[src/rtl/crc_encoding.sv]
// Transmit-side USB packet serializer: sends PID, ~PID, payload and the complemented
// CRC5 (token) or CRC16 (data) MSB-first, one bit per valid/ready transfer.
module crc_encoding #(
   parameter int TOKEN_BITS = 11,
   parameter int DATA_BITS  = 64
) (
   input  logic        clk,
   input  logic        rst,
   input  logic [3:0]  pid,
   input  logic [63:0] payload,
   input  logic        pktInAvail,
   output logic        readyIn,
   output logic        bitOut,
   output logic        bitOutAvail,
   input  logic        bitOutReady,
   output logic        pktDone
);

   typedef enum logic [1:0] {
      S_IDLE    = 2'd0,
      S_PIDS    = 2'd1,
      S_PAYLOAD = 2'd2,
      S_CRC     = 2'd3
   } state_t;

   typedef enum logic [1:0] {
      K_HS   = 2'd0,
      K_TOK  = 2'd1,
      K_DATA = 2'd2
   } kind_t;

   localparam int TOK_PAD  = 64 - TOKEN_BITS;
   localparam int DATA_PAD = 64 - DATA_BITS;
   localparam logic [6:0] PID_END  = 7'd8;
   localparam logic [6:0] TOK_END  = 7'(8 + TOKEN_BITS);
   localparam logic [6:0] DATA_END = 7'(8 + DATA_BITS);
   localparam logic [6:0] TOK_LEN  = 7'(8 + TOKEN_BITS + 5);
   localparam logic [6:0] DATA_LEN = 7'(8 + DATA_BITS + 16);

   function automatic kind_t decode_kind(input logic [3:0] p);
      kind_t k;
      if (p[3:1] == 3'b100) begin
         k = K_TOK;
      end else if (p == 4'b1100) begin
         k = K_DATA;
      end else begin
         k = K_HS;
      end
      return k;
   endfunction

   // Token CRC lives in bits [4:0]; upper bits are don't-care for tokens.
   function automatic logic [15:0] crc_step(input logic [15:0] crc, input logic din,
                                            input logic is_tok);
      logic [15:0] nxt;
      logic        fb;
      if (is_tok) begin
         fb  = crc[4] ^ din;
         nxt = {11'd0, crc[3:0], 1'b0} ^ (fb ? 16'h0005 : 16'h0000);
      end else begin
         fb  = crc[15] ^ din;
         nxt = {crc[14:0], 1'b0} ^ (fb ? 16'h8005 : 16'h0000);
      end
      return nxt;
   endfunction

   state_t      r_state, w_state_n;
   kind_t       r_kind, w_kind_n;
   logic [70:0] r_sh, w_sh_n;
   logic        r_bit, w_bit_n;
   logic        r_avail, w_avail_n;
   logic        r_ready, w_ready_n;
   logic        r_done, w_done_n;
   logic [6:0]  r_cnt, w_cnt_n;
   logic [15:0] r_crc, w_crc_n;

   logic        w_xfer;
   logic        w_is_tok;
   logic [6:0]  w_cnt_inc;
   logic [6:0]  w_pay_end;
   logic [6:0]  w_pkt_len;
   logic [15:0] w_crc_upd;
   logic [63:0] w_field;
   kind_t       w_in_kind;

   assign w_xfer    = r_avail & bitOutReady;
   assign w_is_tok  = (r_kind == K_TOK);
   assign w_cnt_inc = r_cnt + 7'd1;
   assign w_pay_end = w_is_tok ? TOK_END : DATA_END;
   assign w_pkt_len = w_is_tok ? TOK_LEN : DATA_LEN;
   assign w_crc_upd = crc_step(r_crc, r_bit, w_is_tok);
   assign w_in_kind = decode_kind(pid);
   assign w_field   = (w_in_kind == K_TOK) ? (payload << TOK_PAD) : (payload << DATA_PAD);

   // r_bit always holds the bit on the wire; r_sh holds the rest of PID/payload.
   always_comb begin
      w_state_n = r_state;
      w_kind_n  = r_kind;
      w_sh_n    = r_sh;
      w_bit_n   = r_bit;
      w_avail_n = r_avail;
      w_ready_n = r_ready;
      w_done_n  = 1'b0;
      w_cnt_n   = r_cnt;
      w_crc_n   = r_crc;
      case (r_state)
         S_IDLE: begin
            if (pktInAvail && r_ready) begin
               w_state_n = S_PIDS;
               w_kind_n  = w_in_kind;
               w_sh_n    = {pid[2:0], ~pid, w_field};
               w_bit_n   = pid[3];
               w_avail_n = 1'b1;
               w_ready_n = 1'b0;
               w_cnt_n   = 7'd0;
               w_crc_n   = 16'hFFFF;
            end else begin
               w_avail_n = 1'b0;
            end
         end
         S_PIDS: begin
            if (w_xfer) begin
               w_cnt_n = w_cnt_inc;
               if ((w_cnt_inc == PID_END) && (r_kind == K_HS)) begin
                  w_state_n = S_IDLE;
                  w_bit_n   = 1'b0;
                  w_avail_n = 1'b0;
                  w_ready_n = 1'b1;
                  w_done_n  = 1'b1;
                  w_cnt_n   = 7'd0;
               end else begin
                  if (w_cnt_inc == PID_END) begin
                     w_state_n = S_PAYLOAD;
                  end else begin
                     w_state_n = S_PIDS;
                  end
                  w_bit_n = r_sh[70];
                  w_sh_n  = {r_sh[69:0], 1'b0};
               end
            end else begin
               w_state_n = S_PIDS;
            end
         end
         S_PAYLOAD: begin
            if (w_xfer) begin
               w_cnt_n = w_cnt_inc;
               w_crc_n = w_crc_upd;
               if (w_cnt_inc == w_pay_end) begin
                  w_state_n = S_CRC;
                  w_bit_n   = w_is_tok ? ~w_crc_upd[4] : ~w_crc_upd[15];
               end else begin
                  w_bit_n = r_sh[70];
                  w_sh_n  = {r_sh[69:0], 1'b0};
               end
            end else begin
               w_state_n = S_PAYLOAD;
            end
         end
         S_CRC: begin
            if (w_xfer) begin
               w_cnt_n = w_cnt_inc;
               if (w_cnt_inc == w_pkt_len) begin
                  w_state_n = S_IDLE;
                  w_bit_n   = 1'b0;
                  w_avail_n = 1'b0;
                  w_ready_n = 1'b1;
                  w_done_n  = 1'b1;
                  w_cnt_n   = 7'd0;
               end else begin
                  w_bit_n = w_is_tok ? ~r_crc[3] : ~r_crc[14];
                  w_crc_n = {r_crc[14:0], 1'b0};
               end
            end else begin
               w_state_n = S_CRC;
            end
         end
         default: begin
            w_state_n = S_IDLE;
            w_bit_n   = 1'b0;
            w_avail_n = 1'b0;
            w_ready_n = 1'b1;
            w_cnt_n   = 7'd0;
         end
      endcase
   end

   // State and output registers; reset abandons any packet in flight.
   always_ff @(posedge clk or posedge rst) begin
      if (rst) begin
         r_state <= S_IDLE;
         r_kind  <= K_HS;
         r_sh    <= 71'd0;
         r_bit   <= 1'b0;
         r_avail <= 1'b0;
         r_ready <= 1'b1;
         r_done  <= 1'b0;
         r_cnt   <= 7'd0;
         r_crc   <= 16'hFFFF;
      end else begin
         r_state <= w_state_n;
         r_kind  <= w_kind_n;
         r_sh    <= w_sh_n;
         r_bit   <= w_bit_n;
         r_avail <= w_avail_n;
         r_ready <= w_ready_n;
         r_done  <= w_done_n;
         r_cnt   <= w_cnt_n;
         r_crc   <= w_crc_n;
      end
   end

   assign readyIn     = r_ready;
   assign bitOut      = r_bit;
   assign bitOutAvail = r_avail;
   assign pktDone     = r_done;

endmodule

[config.mk]
export PLATFORM = sky130hd
export DESIGN_NAME = crc_encoding
export DESIGN_NICKNAME = d
export VERILOG_FILES = /design/src/rtl/crc_encoding.sv
export SDC_FILE = /design/constraint.sdc
export NUM_CORES = 1
export LEC_CHECK = 0
export CAP_MARGIN = 0
export CELL_PAD_IN_SITES_DETAIL_PLACEMENT = 1
export CELL_PAD_IN_SITES_GLOBAL_PLACEMENT = 1
export CORE_ASPECT_RATIO = 1.75
export CORE_MARGIN = 5
export CORE_UTILIZATION = 25
export CTS_BUF_LIST = sky130_fd_sc_hd__clkbuf_16
export DETAILED_ROUTE_END_ITERATION = 8
export GPL_TIMING_DRIVEN = 0
export PLACE_DENSITY_LB_ADDON = 0.1
export SETUP_SLACK_MARGIN = 0.02
export SYNTH_ARGS = -nofsm -noshare
export SYNTH_HDL_FRONTEND = slang
export SYNTH_SLANG_ARGS = --single-unit
[constraint.sdc]
create_clock -name clk -period 3.45 [get_ports clk]
set_input_delay 0.345 -clock clk [delete_from_list [all_inputs] [get_ports clk]]
set_output_delay 0.345 -clock clk [all_outputs]
set_load 0.005 [all_outputs]
==> qor.txt <==
CRITICAL PATH
----------------------------------------------------------------------------------------
Capturing element type of the critical path ...............................     register
Crit path max fanout ......................................................           10
WS Path Type ..............................................................      reg2reg
Worst endpoint data arrival time ..........................................      3.20 ns
CP Data Required Time .....................................................      3.69 ns
Category of the worst setup path launch point .............................     register

CLOCK TREE
----------------------------------------------------------------------------------------
Library cell used as clock root buffer .................................... sky130_fd_sc_hd__clkbuf_16
Clock sinks ...............................................................          102
Insertion delay to the later sink of the worst-skew pair ..................      0.36 ns
Hold-fix buffers at CTS ...................................................            0
PostCTS Resize Cnt ........................................................            0
Maximum buffer depth of the clock tree ....................................            2
Number of buffers inserted during clock tree synthesis ....................            9
Number of setup buffers added after CTS ...................................            0
TritonCTS clock tree ......................................................        built
Number of H-tree branching levels .........................................            3
CTS clk-pin slew, worst paths .............................................      0.08 ns

STA
----------------------------------------------------------------------------------------
Clock tree skew after final layout ........................................   0.00853 ns
Pin slew with the least headroom to its limit .............................     0.897 ns
Tightest slew margin relative to the limit ................................        40.2%
Fin. Hold Viols ...........................................................            0
Crit share post-route .....................................................        85.9%
Final Setup Violations ....................................................            0
Unrepaired setup endpoints after global routing ...........................        false
Final min period ..........................................................      2.96 ns
Highest attainable clock frequency ........................................      338 MHz
Max Slew Vio Count ........................................................            0

PLACE
----------------------------------------------------------------------------------------
Total half-perimeter wirelength after legalization and detailed placement .     13100 µm
Global placer's final weighted congestion .................................        0.758
Number of buffers inserted by port buffering ..............................           75
# placed instances ........................................................          990

DIE
----------------------------------------------------------------------------------------
Top-level port count ......................................................           76
Cell Rows .................................................................           75
Die Width .................................................................       128 µm
Initial core utilization ..................................................        25.4%
Total core area ...........................................................    23900 µm²
Chip height ...............................................................       216 µm
Total die area ............................................................    27600 µm²

CELLS AND AREA
----------------------------------------------------------------------------------------
Filler instances ..........................................................         2749
Share of final-layout standard cells stronger than drive strength 1 .......        18.6%
Final net count ...........................................................          771
Final cell count without fillers ..........................................         1006
Area added between synthesis and finish ...................................        24.4%
Antenna cells .............................................................            0
Area of combinational cells with multiple inputs ..........................     3150 µm²
Sequential cell area ......................................................     2570 µm²

YOSYS
----------------------------------------------------------------------------------------
Synth top area cells ...................................................... sky130_fd_sc_hd__dfrtp_1, sky130_fd_sc_hd__mux2_4, sky130_fd_sc_hd__nand2_1
Post-Syn Instances ........................................................          606
Count of flip-flops with a built-in enable after synthesis ................            0
Post-synthesis sequential area ratio ......................................        42.4%
Cell type with the largest total area after synthesis ..................... sky130_fd_sc_hd__dfrtp_1
Synthesized Nets ..........................................................          684
Dominant synthesized flop cell ............................................ sky130_fd_sc_hd__dfrtp_1
Avg Cell Area, Syn ........................................................     10.0 µm²
Share of flip-flops with an asynchronous set or reset .....................         100%
Post-synth design cell area ...............................................     6070 µm²
Number of register bits inferred by synthesis .............................          102
Number of distinct library cells after synthesis ..........................           59
List of most frequent post-synthesis cells ................................ sky130_fd_sc_hd__nand2_1, sky130_fd_sc_hd__o21ai_0, sky130_fd_sc_hd__dfrtp_1, sky130_fd_sc_hd__mux2_4, sky130_fd_sc_hd__clkbuf_1
Post-synth top area share .................................................        35.1%
Most used standard cell by instance count after synthesis ................. sky130_fd_sc_hd__nand2_1
Syn. warnings .............................................................            0

GLOBAL ROUTE
----------------------------------------------------------------------------------------
First-pass GRT wire length ................................................     28400 µm
Overall fraction of global-route tracks in use ............................        13.0%
Grt total ovfl ............................................................            0
Initial antenna violation count ...........................................            0
Via count of the first global-routing pass ................................         5467
Pin count of the biggest net entering global routing ......................           55

DETAILED ROUTING
----------------------------------------------------------------------------------------
Total wire length after detailed routing ..................................     17400 µm
Average wire per standard cell ............................................      17.3 µm
Initial DRT Pass Iterations ...............................................            4
Count of unresolved DRC violations after routing ..........................            0
Detail Route Antenna Nets .................................................            0
Vias per cell .............................................................         4.68
Violation count after the first detailed-route iteration ..................          111
Vias ......................................................................         4708

WORST HOLD PATH
----------------------------------------------------------------------------------------
Class of the worst hold path ..............................................     in2async

PWR
----------------------------------------------------------------------------------------
Reported leakage power ....................................................   0.00333 µW
Power density over cell area ..............................................   328 nW/µm²
Sum of internal, switching and leakage power ..............................      2480 µW
IR drop worst, VDD ........................................................       231 µV

RUN
----------------------------------------------------------------------------------------
Max Cap Violations ........................................................            0

RUN STATUS
----------------------------------------------------------------------------------------
Outcome ...................................................................    completed

-- flip-flops by register name (all words and copies together), names as in the netlist --
name         flops
r_sh            71
bitOutAvail      1
r_crc           16
pktDone          1
readyIn          1
bitOut           1
r_state          2
r_cnt            7
r_kind           2
-- metal layers --
metal | up-vias | global-route usage [%] | wire (µm)
met3 | 10 | 2.22 | 406
met1 | 2383 | 13.4 | 6580
met4 | 0 | 4.14 | 238
met5 | - | 0 | 0
li1 | 2270 | - | -
met2 | 45 | 25.8 | 10200
-- cell families after synthesis --
| group | count (synthesis) | share of synthesized area, % |
|---|---|---|
| XOR/XNOR | 9 | 1.61 |
| buffers and inverters | 51 | 5.71 |
| multiplexers | 89 | 20.6 |
| flip-flops | 102 | 42.4 |
| AO/OA/AOI/OAI | 147 | 13.9 |
| AND/OR/NAND/NOR | 202 | 14.6 |
| adder cells (fa/ha/maj) | 6 | 1.24 |
-- layout by cell type (no fill, tap or decap), types with 13 or more instances in the layout --
cell	count
sky130_fd_sc_hd__clkbuf_1	29
sky130_fd_sc_hd__a21oi_1	20
sky130_fd_sc_hd__mux2_4	70
sky130_fd_sc_hd__o21ai_0	91
sky130_fd_sc_hd__dfstp_2	17
sky130_fd_sc_hd__clkdlybuf4s50_1	75
sky130_fd_sc_hd__dfrtp_1	85
sky130_fd_sc_hd__nor2_1	13
sky130_fd_sc_hd__nand2_1	153
sky130_fd_sc_hd__mux2i_1	14
-- power by group --
group	switching [µW]	internal [µW]
registers	0	1200
clock network	491	632
logic	69.9	87.8
-- layout make-up --
| class | instances | area share [%] |
|---|---|---|
| buffer | 44 | 4.24 |
| clock inverter | 7 | 1.18 |
| tap | 308 | 5.11 |
| multi-input combinational | 453 | 41.7 |
| clock buffer | 9 | 2.98 |
| sequential | 102 | 34.1 |
| timing repair buffer | 76 | 10.3 |
| inverter | 7 | 0.381 |
-- path summary, 6_finish.rpt --
path	startpoint	endpoint	slack, ns	cells past startpoint
max in group asynchronous	rst	readyIn	2.21	3
max reg2reg	r_state[1]	bitOut	0.49	7
min	rst	r_sh[44]	0.44	2
max	r_state[1]	bitOut	0.49	7
min reg2reg	r_crc[2]	r_crc[2]	0.48	2
min in group clk	r_crc[2]	r_crc[2]	0.48	2
-- metrics by stage --
step                      util (%)  setup TNS [ns]  worst slack [ns]  instance area [µm²]  hold slack [ns]
after floorplan                  -               0             0.458                 6070            0.454
after global placement        30.1         -140.71             -1.59                 7200            0.470
after detailed placement      30.2               0             0.514                 7230            0.475
after CTS                     31.5               0             0.481                 7550            0.474
after global routing          31.5               0             0.346                 7550            0.506
final                         31.5               0             0.487                 7550            0.437
-- worst max-delay path, cell delays in order, from the launching register on --
cell,delay [ns]
sky130_fd_sc_hd__dfrtp_1,0.42
sky130_fd_sc_hd__ha_1,0.19
sky130_fd_sc_hd__clkbuf_1,0.27
sky130_fd_sc_hd__nor2_1,0.65
sky130_fd_sc_hd__nand2_1,0.17
sky130_fd_sc_hd__a21oi_1,0.75
sky130_fd_sc_hd__mux2i_1,0.27
sky130_fd_sc_hd__o22ai_1,0.11
No activity file was read; power rests on OpenSTA's default activity.
